==> src/rtl/debug_controller.sv <==
// debug_controller: UART-driven run/step/pause control of the MIPS pipeline with a PC/GPR/cycle-count byte dump
module debug_controller #(
  parameter int B      = 32,
  parameter int W      = 5,
  parameter int NWORDS = 34
) (
  input  logic         clk,
  input  logic         reset,
  input  logic [7:0]   rx_data,
  input  logic         rx_done,
  input  logic         tx_busy,
  input  logic         tx_done,
  output logic         tx_start,
  output logic [7:0]   tx_data,
  input  logic         halt_in,
  input  logic [B-1:0] pc_value,
  input  logic [B-1:0] reg_value,
  output logic [W-1:0] reg_sel,
  output logic         pipe_en,
  output logic         halted,
  output logic         busy
);
  localparam int WI = $clog2(NWORDS);
  localparam int NB = B / 8;
  localparam int BI = (NB > 1) ? $clog2(NB) : 1;
  typedef enum logic [2:0] {IDLE, RUN, STEP, LOAD, SEND, WAIT} state_t;
  state_t        state;
  logic [WI-1:0] word_idx;
  logic [BI-1:0] byte_idx;
  logic [B-1:0]  shift, cycle_count, load_word;
  logic          last_word;
  assign last_word = word_idx == WI'(NWORDS - 1);
  // word 0 is the PC, the final word is the cycle counter, everything between is a GPR
  assign reg_sel   = (word_idx == '0) ? '0 : W'(word_idx - 1'b1);
  assign load_word = (word_idx == '0) ? pc_value : last_word ? cycle_count : reg_value;
  assign pipe_en   = (state == RUN) || (state == STEP);
  assign busy      = state != IDLE;
  always_ff @(posedge clk) begin
    if (reset) begin
      state       <= IDLE;
      tx_start    <= 1'b0;
      tx_data     <= '0;
      halted      <= 1'b0;
      cycle_count <= '0;
      word_idx    <= '0;
      byte_idx    <= '0;
      shift       <= '0;
    end else begin
      tx_start <= 1'b0;
      case (state)
        IDLE: if (rx_done) begin
          if (rx_data == 8'h63 && !halted) state <= RUN;
          else if (rx_data == 8'h73 && !halted) state <= STEP;
          else if (rx_data == 8'h64) state <= LOAD;
        end
        RUN: begin
          cycle_count <= cycle_count + 1'b1;
          if (halt_in) begin
            halted <= 1'b1;
            state  <= LOAD;
          end else if (rx_done && rx_data == 8'h70) state <= LOAD;
        end
        STEP: begin
          cycle_count <= cycle_count + 1'b1;
          if (halt_in) halted <= 1'b1;
          state <= LOAD;
        end
        LOAD: begin
          shift    <= load_word;
          byte_idx <= BI'(NB - 1);
          state    <= SEND;
        end
        SEND: if (!tx_busy) begin
          tx_start <= 1'b1;
          tx_data  <= shift[B-1 -: 8];
          state    <= WAIT;
        end
        WAIT: if (tx_done) begin
          shift <= shift << 8;
          if (byte_idx != '0) begin
            byte_idx <= byte_idx - 1'b1;
            state    <= SEND;
          end else if (last_word) begin
            word_idx <= '0;
            state    <= IDLE;
          end else begin
            word_idx <= word_idx + 1'b1;
            state    <= LOAD;
          end
        end
        default: state <= IDLE;
      endcase
    end
  end
endmodule

==> config.mk <==
export PLATFORM = sky130hd
export DESIGN_NAME = debug_controller
export DESIGN_NICKNAME = d
export VERILOG_FILES = /design/src/rtl/debug_controller.sv
export SDC_FILE = /design/constraint.sdc
export NUM_CORES = 1
export LEC_CHECK = 0
export CORE_MARGIN = 1
export CORE_UTILIZATION = 39
export DETAILED_ROUTE_END_ITERATION = 10
export GPL_TIMING_DRIVEN = 0
export PLACE_DENSITY = 0.76
export SLEW_MARGIN = 20
export SYNTH_ARGS = -nofsm -noshare
export SYNTH_HDL_FRONTEND = slang
export SYNTH_SLANG_ARGS = --single-unit
==> constraint.sdc <==
create_clock -name clk -period 2.2 [get_ports clk]
set_input_delay 0.33 -clock clk [delete_from_list [all_inputs] [get_ports clk]]
set_output_delay 0.33 -clock clk [all_outputs]
set_load 0.05 [all_outputs]
Word level (Yosys, flattened, before mapping) --
Cells that the tools add are included. Widths: inputs -> output; s select.
Word-level totals: bits of input ports 78, output and inout port bits 17, flip-flop bits (word level) 85
Operators by class: bitwise operators 3, $add $sub $neg 4, mux-type cells 21, reductions and logical operators 18, equality and inequality tests 16
Operators by type and width (number):
- $mux 32 | 3
- $pmux 32 s2 | 1
- $add 32x1->32 const B | 1
- $eq 8x7->1 const B | 4
- $mux 3 | 9
- $pmux 3 s6 | 1
- $ne 2x2->1 const B | 4
- $add 6x1->6 const B | 1
- $eq 3x2->1 const B | 2
- $eq 3x3->1 const B | 2
- $eq 6x6->1 const B | 1
- $logic_not 6->1 | 1
- $mux 2 | 3
- $mux 6 | 1
- $reduce_and 2->1 | 3
- $reduce_and 3->1 | 2
- $mux 5 | 1
- $reduce_and 5->1 | 1
- $sub 5x1->5 const B | 1
- $ne 4x4->1 const B | 1
- $pmux 2 s2 | 1
- $reduce_bool 2->1 | 2
- $reduce_or 2->1 | 2
- $eq 3x1->1 const B | 1
- other kinds (9) | 13

Depth between registers and ports, before layout --
depth after elaboration 6, mapped depth 7, depth with buffers taken out 7

Worst setup path before layout --
No wires, ideal clock.
kind register -> output, from register word_idx[0], to output port reg_sel[2], stages on the path, launching flop included 6, data required time 1870 ps, path buffers 1, setup slack 152 ps, arrival 1718 ps, path through dfxtp_1 inv_1 ha_1 and3b_1 clkbuf_1 nor2_1
Between the ends: cells in the longest elaborated chain, start to end 2, elaborated cells on any way between the ends 3
RTL lines:
- start, declared | line 28 | logic [WI-1:0] word_idx;
- start signal, assigned | line 87 | word_idx <= word_idx + 1'b1;
- $sub 5x1->5 or $logic_not 6->1 (tied branches) | line 34 | assign reg_sel = (word_idx == '0) ? '0 : W'(word_idx - 1'b1);
- $mux 5 (*) | line 34
- end, declared | line 18 | output logic [W-1:0] reg_sel,
Every way passes the cells marked *; elsewhere a longest branch is shown, timed or not.

Worst setup path in the final report --
from register word_idx[2], to output port reg_sel[4]
The elaborated chain is that of the path after synthesis.

==> summary.md <==
| Metric | Value |
|---|---|
| Status | `complete, no violations` |
| CTS H-tree depth | `3` |
| Comb power frac | `9.1%` |
| Post-synth EDFFs | `0` |
| Clk pin slew, worst setup/hold paths | `0.06 ns` |
| Chip Width | `111 µm` |
| WP data required | `1.87 ns` |
| Tmin final | `2.06 ns` |
| Die area | `0.0123 mm²` |
| Register area share after synthesis | `36.9%` |
| Most used DFF post-synth | `dfxtp_1` |
| First-pass GRT wire length | `21.7 mm` |
| Routed Antenna Nets | `0` |
| Syn_nets | `641` |
| Worst Tran Pin Value | `0.845 ns` |
| Initial core utilization | `40.2%` |
| Number of synthesis warnings | `0` |
| CTS tree | `yes` |
| Die Y | `111 µm` |
| Root Driver | `clkbuf_16` |
| Max clock buf depth | `2` |
| Internal cell power | `2600 µW` |
| Antenna fix cells | `0` |
| Largest net degree at the start of global routing | `15` |
| R2R setup slack | `0.15 ns` |
| Clock net sink count | `85` |
| Setup crit end kind | `primary output` |
| Share of power burned in registers | `46.2%` |
| Final setup violation count | `0` |
| Number of DRC markers in iteration 0 | `345` |
| Max cap viols | `0` |
| Share of layout cells above drive strength 1 | `8.42%` |
| Cells after synthesis | `557` |
| I/O pins | `95` |
| Total length of routed wires | `13.1 mm` |
| Drt drc | `0` |
| Clk network pwr share | `44.7%` |
| Rows | `39` |
| Synth Register Bits | `85` |
| Power per cell area | `557 mW/mm²` |
| Num CTS Buffers | `9` |
| CP Cell Sequence | `buf_2, nor3_4, and3b_2, nor2_1, clkbuf_4` |
| Vias per Instance | `5.55` |
| Slew Limit Fails | `0` |
| Slew HR | `43.3%` |
| Min-delay worst type | `register to register` |
| Drt pass-1 iters | `5` |
| Post-place setup slack | `-0.296 ns` |
| Mapped Area | `0.00461 mm²` |
| Wire length per cell | `16.2 µm` |
| Peak supply drop | `0.544 mV` |
| Crit path DAT | `1.73 ns` |
| Core Footprint | `0.0115 mm²` |
| Fmax | `484 MHz` |
| Layout overhead on the synthesized area | `30.4%` |
| Crit share post-route | `93.9%` |
| Syn_area_per_cell | `8.28 µm²` |
| Slowest CP cell | `and3b_2` |
| Post-synth cell types | `54` |
| Switching Fraction | `22.4%` |
| Initial antenna violation count | `0` |
| Crit Path Category | `register to primary output` |
| Max incr delay on CP | `0.36 ns` |
| Tot GR Track Use | `21.8%` |
| Final clock skew | `0.00511 ns` |
| Nets@finish | `745` |
| CP max FO | `12` |
| Dpl hpwl | `9.97 mm` |
| PnR worst setup slack | `0.135 ns` |
| Placer Congestion | `0.894` |
| Gr ovfl total | `0` |
| Routed via count | `4,483` |
| Final Hold Fails | `0` |
| Leak Pwr | `0.00247 µW` |
| Final total power | `3350 µW` |
| Worst skew pair latency | `0.33 ns` |
| Vias in the first global route | `4,514` |
| Fraction of registers with async set/reset | `0%` |
| Startpoint types | `register` |
| Port-buffer cells | `94` |
| Switch Pwr | `749 µW` |
| Hold buffers post-CTS | `0` |
-- power groups by stage --
stage | sequential, µW | combinational, µW | clock (µW)
after detailed placement | 1580 | 304 | 0
after floorplan | 1580 | 115 | 0
after CTS | 1550 | 305 | 1520
final | 1550 | 306 | 1500
after global routing | 1550 | 327 | 1590
after global placement | 1580 | 302 | 0
-- final timing paths --
check                                               end  cells after the start                     start
worst min register to register  tx_data[5]$_SDFFE_PP0P_                      2   tx_data[5]$_SDFFE_PP0P_
worst min-delay path            tx_data[5]$_SDFFE_PP0P_                      2   tx_data[5]$_SDFFE_PP0P_
worst max register to register   shift[15]$_SDFFE_PP0P_                      7     state[1]$_SDFFE_PP0P_
worst max-delay path                         reg_sel[4]                      5  word_idx[2]$_SDFFE_PP0P_
-- sequential cells by signal, indices dropped and copies added, names as in the netlist --
register     cells
halted           1
shift           32
tx_data          8
tx_start         1
state            3
byte_idx         2
cycle_count     32
word_idx         6
-- stage by stage --
step / cells / area [µm²] / util (%) / setup TNS [ns] / hold WS, ns
after floorplan: 557 / 4610 / - / 0 / 0.430
final: 808 / 6020 / 52.5 / 0 / 0.456
after global routing: 808 / 6020 / 52.5 / -0.0362 / 0.475
after global placement: 794 / 5730 / 50.0 / -1.33 / 0.443
after detailed placement: 794 / 5730 / 50.0 / -1.50 / 0.453
after CTS: 808 / 6000 / 52.3 / 0 / 0.461
-- cells by family (layout without fill, tap and decap cells) --
kind of cell / after synthesis / in the layout / share of synthesized area, %
and+or+nand+nor: 217 / 217 / 23.8
AOI/OAI and AO/OA: 138 / 138 / 19.9
DFF: 85 / 85 / 36.9
adders and majority gates: 6 / 6 / 1.63
xor gates and xnor gates: 29 / 29 / 5.51
muxes: 33 / 33 / 7.16
buffers and inverters: 49 / 157 / 5.15
-- synth_stat cells, types with 2 or more instances --
master,n,area share (%)
a21o_1,25,4.1
a21oi_1,24,2.6
a22o_1,8,1.5
a311oi_1,24,4.6
a31oi_1,2,0.27
and2_1,4,0.54
and3_1,9,1.2
and3_4,2,0.49
and3b_1,2,0.38
and4_1,2,0.38
buf_2,15,1.6
buf_4,2,0.33
clkbuf_1,19,1.5
clkbuf_8,2,0.60
dfxtp_1,85,37
ha_1,6,1.6
inv_1,10,0.81
mux2i_1,33,7.2
nand2_1,65,5.3
nand3_1,14,1.5
nand3b_1,2,0.33
nand4_1,9,1.2
nand4_4,2,0.92
nor2_1,66,5.4
nor2b_1,2,0.27
nor3_1,8,0.87
nor4_1,7,0.95
nor4b_1,2,0.38
o21ai_0,40,4.3
o31ai_1,5,0.81
or3_1,7,0.95
or4_1,4,0.65
or4bb_1,2,0.49
xnor2_1,15,2.8
xor2_1,14,2.7
-- cell usage in the layout, fill, tap and decap left out, types with 3 or more instances in the layout --
master,Yosys,layout
a21o_1,25,25
a21oi_1,24,24
a22o_1,8,8
a311oi_1,24,24
and2_1,4,4
and3_1,9,9
buf_2,15,20
clkbuf_1,19,16
clkbuf_16,0,9
clkdlybuf4s50_1,0,87
clkinvlp_4,0,3
dfxtp_1,85,84
ha_1,6,6
inv_1,10,10
mux2i_1,33,33
nand2_1,65,65
nand3_1,14,14
nand4_1,9,9
nor2_1,66,66
nor3_1,8,8
nor4_1,7,7
o21ai_0,40,40
o31ai_1,5,5
or3_1,7,7
or4_1,4,4
xnor2_1,15,15
xor2_1,14,13
-- layer usage --
layer / up-vias / global-route usage (%) / wire, µm
li1: 2214 / - / -
met1: 2113 / 27.2 / 5920
met2: 132 / 36.6 / 6220
met3: 24 / 5.19 / 620
met4: 0 / 7.29 / 325
met5: - / 0 / 0
-- critical path, delay by kind of cell (launching register included) --
family	cells	cell delay (ns)
buf+inv	2	0.38
flops	1	0.30
simple gates	3	0.72
-- cell type report --
class | count | area [µm²]
Tap cell | 143 | 179
Buffer | 38 | 199
Sequential cell | 85 | 1700
Inverter | 10 | 37.5
Fill cell | 1071 | 5450
Clock inverter | 5 | 61.3
Multi-Input combinational cell | 423 | 2700
Timing Repair Buffer | 94 | 912
Clock buffer | 10 | 229
-- repair_timing --
| item | CTS | global route |
|---|---|---|
| setup endpoints to repair | 7 | 24 |
| pin swaps | 0 | 0 |
| buffers inserted | 0 | 0 |
| resized for setup | 30 | 12 |
Note: power is estimated with default switching activity, not from simulation.
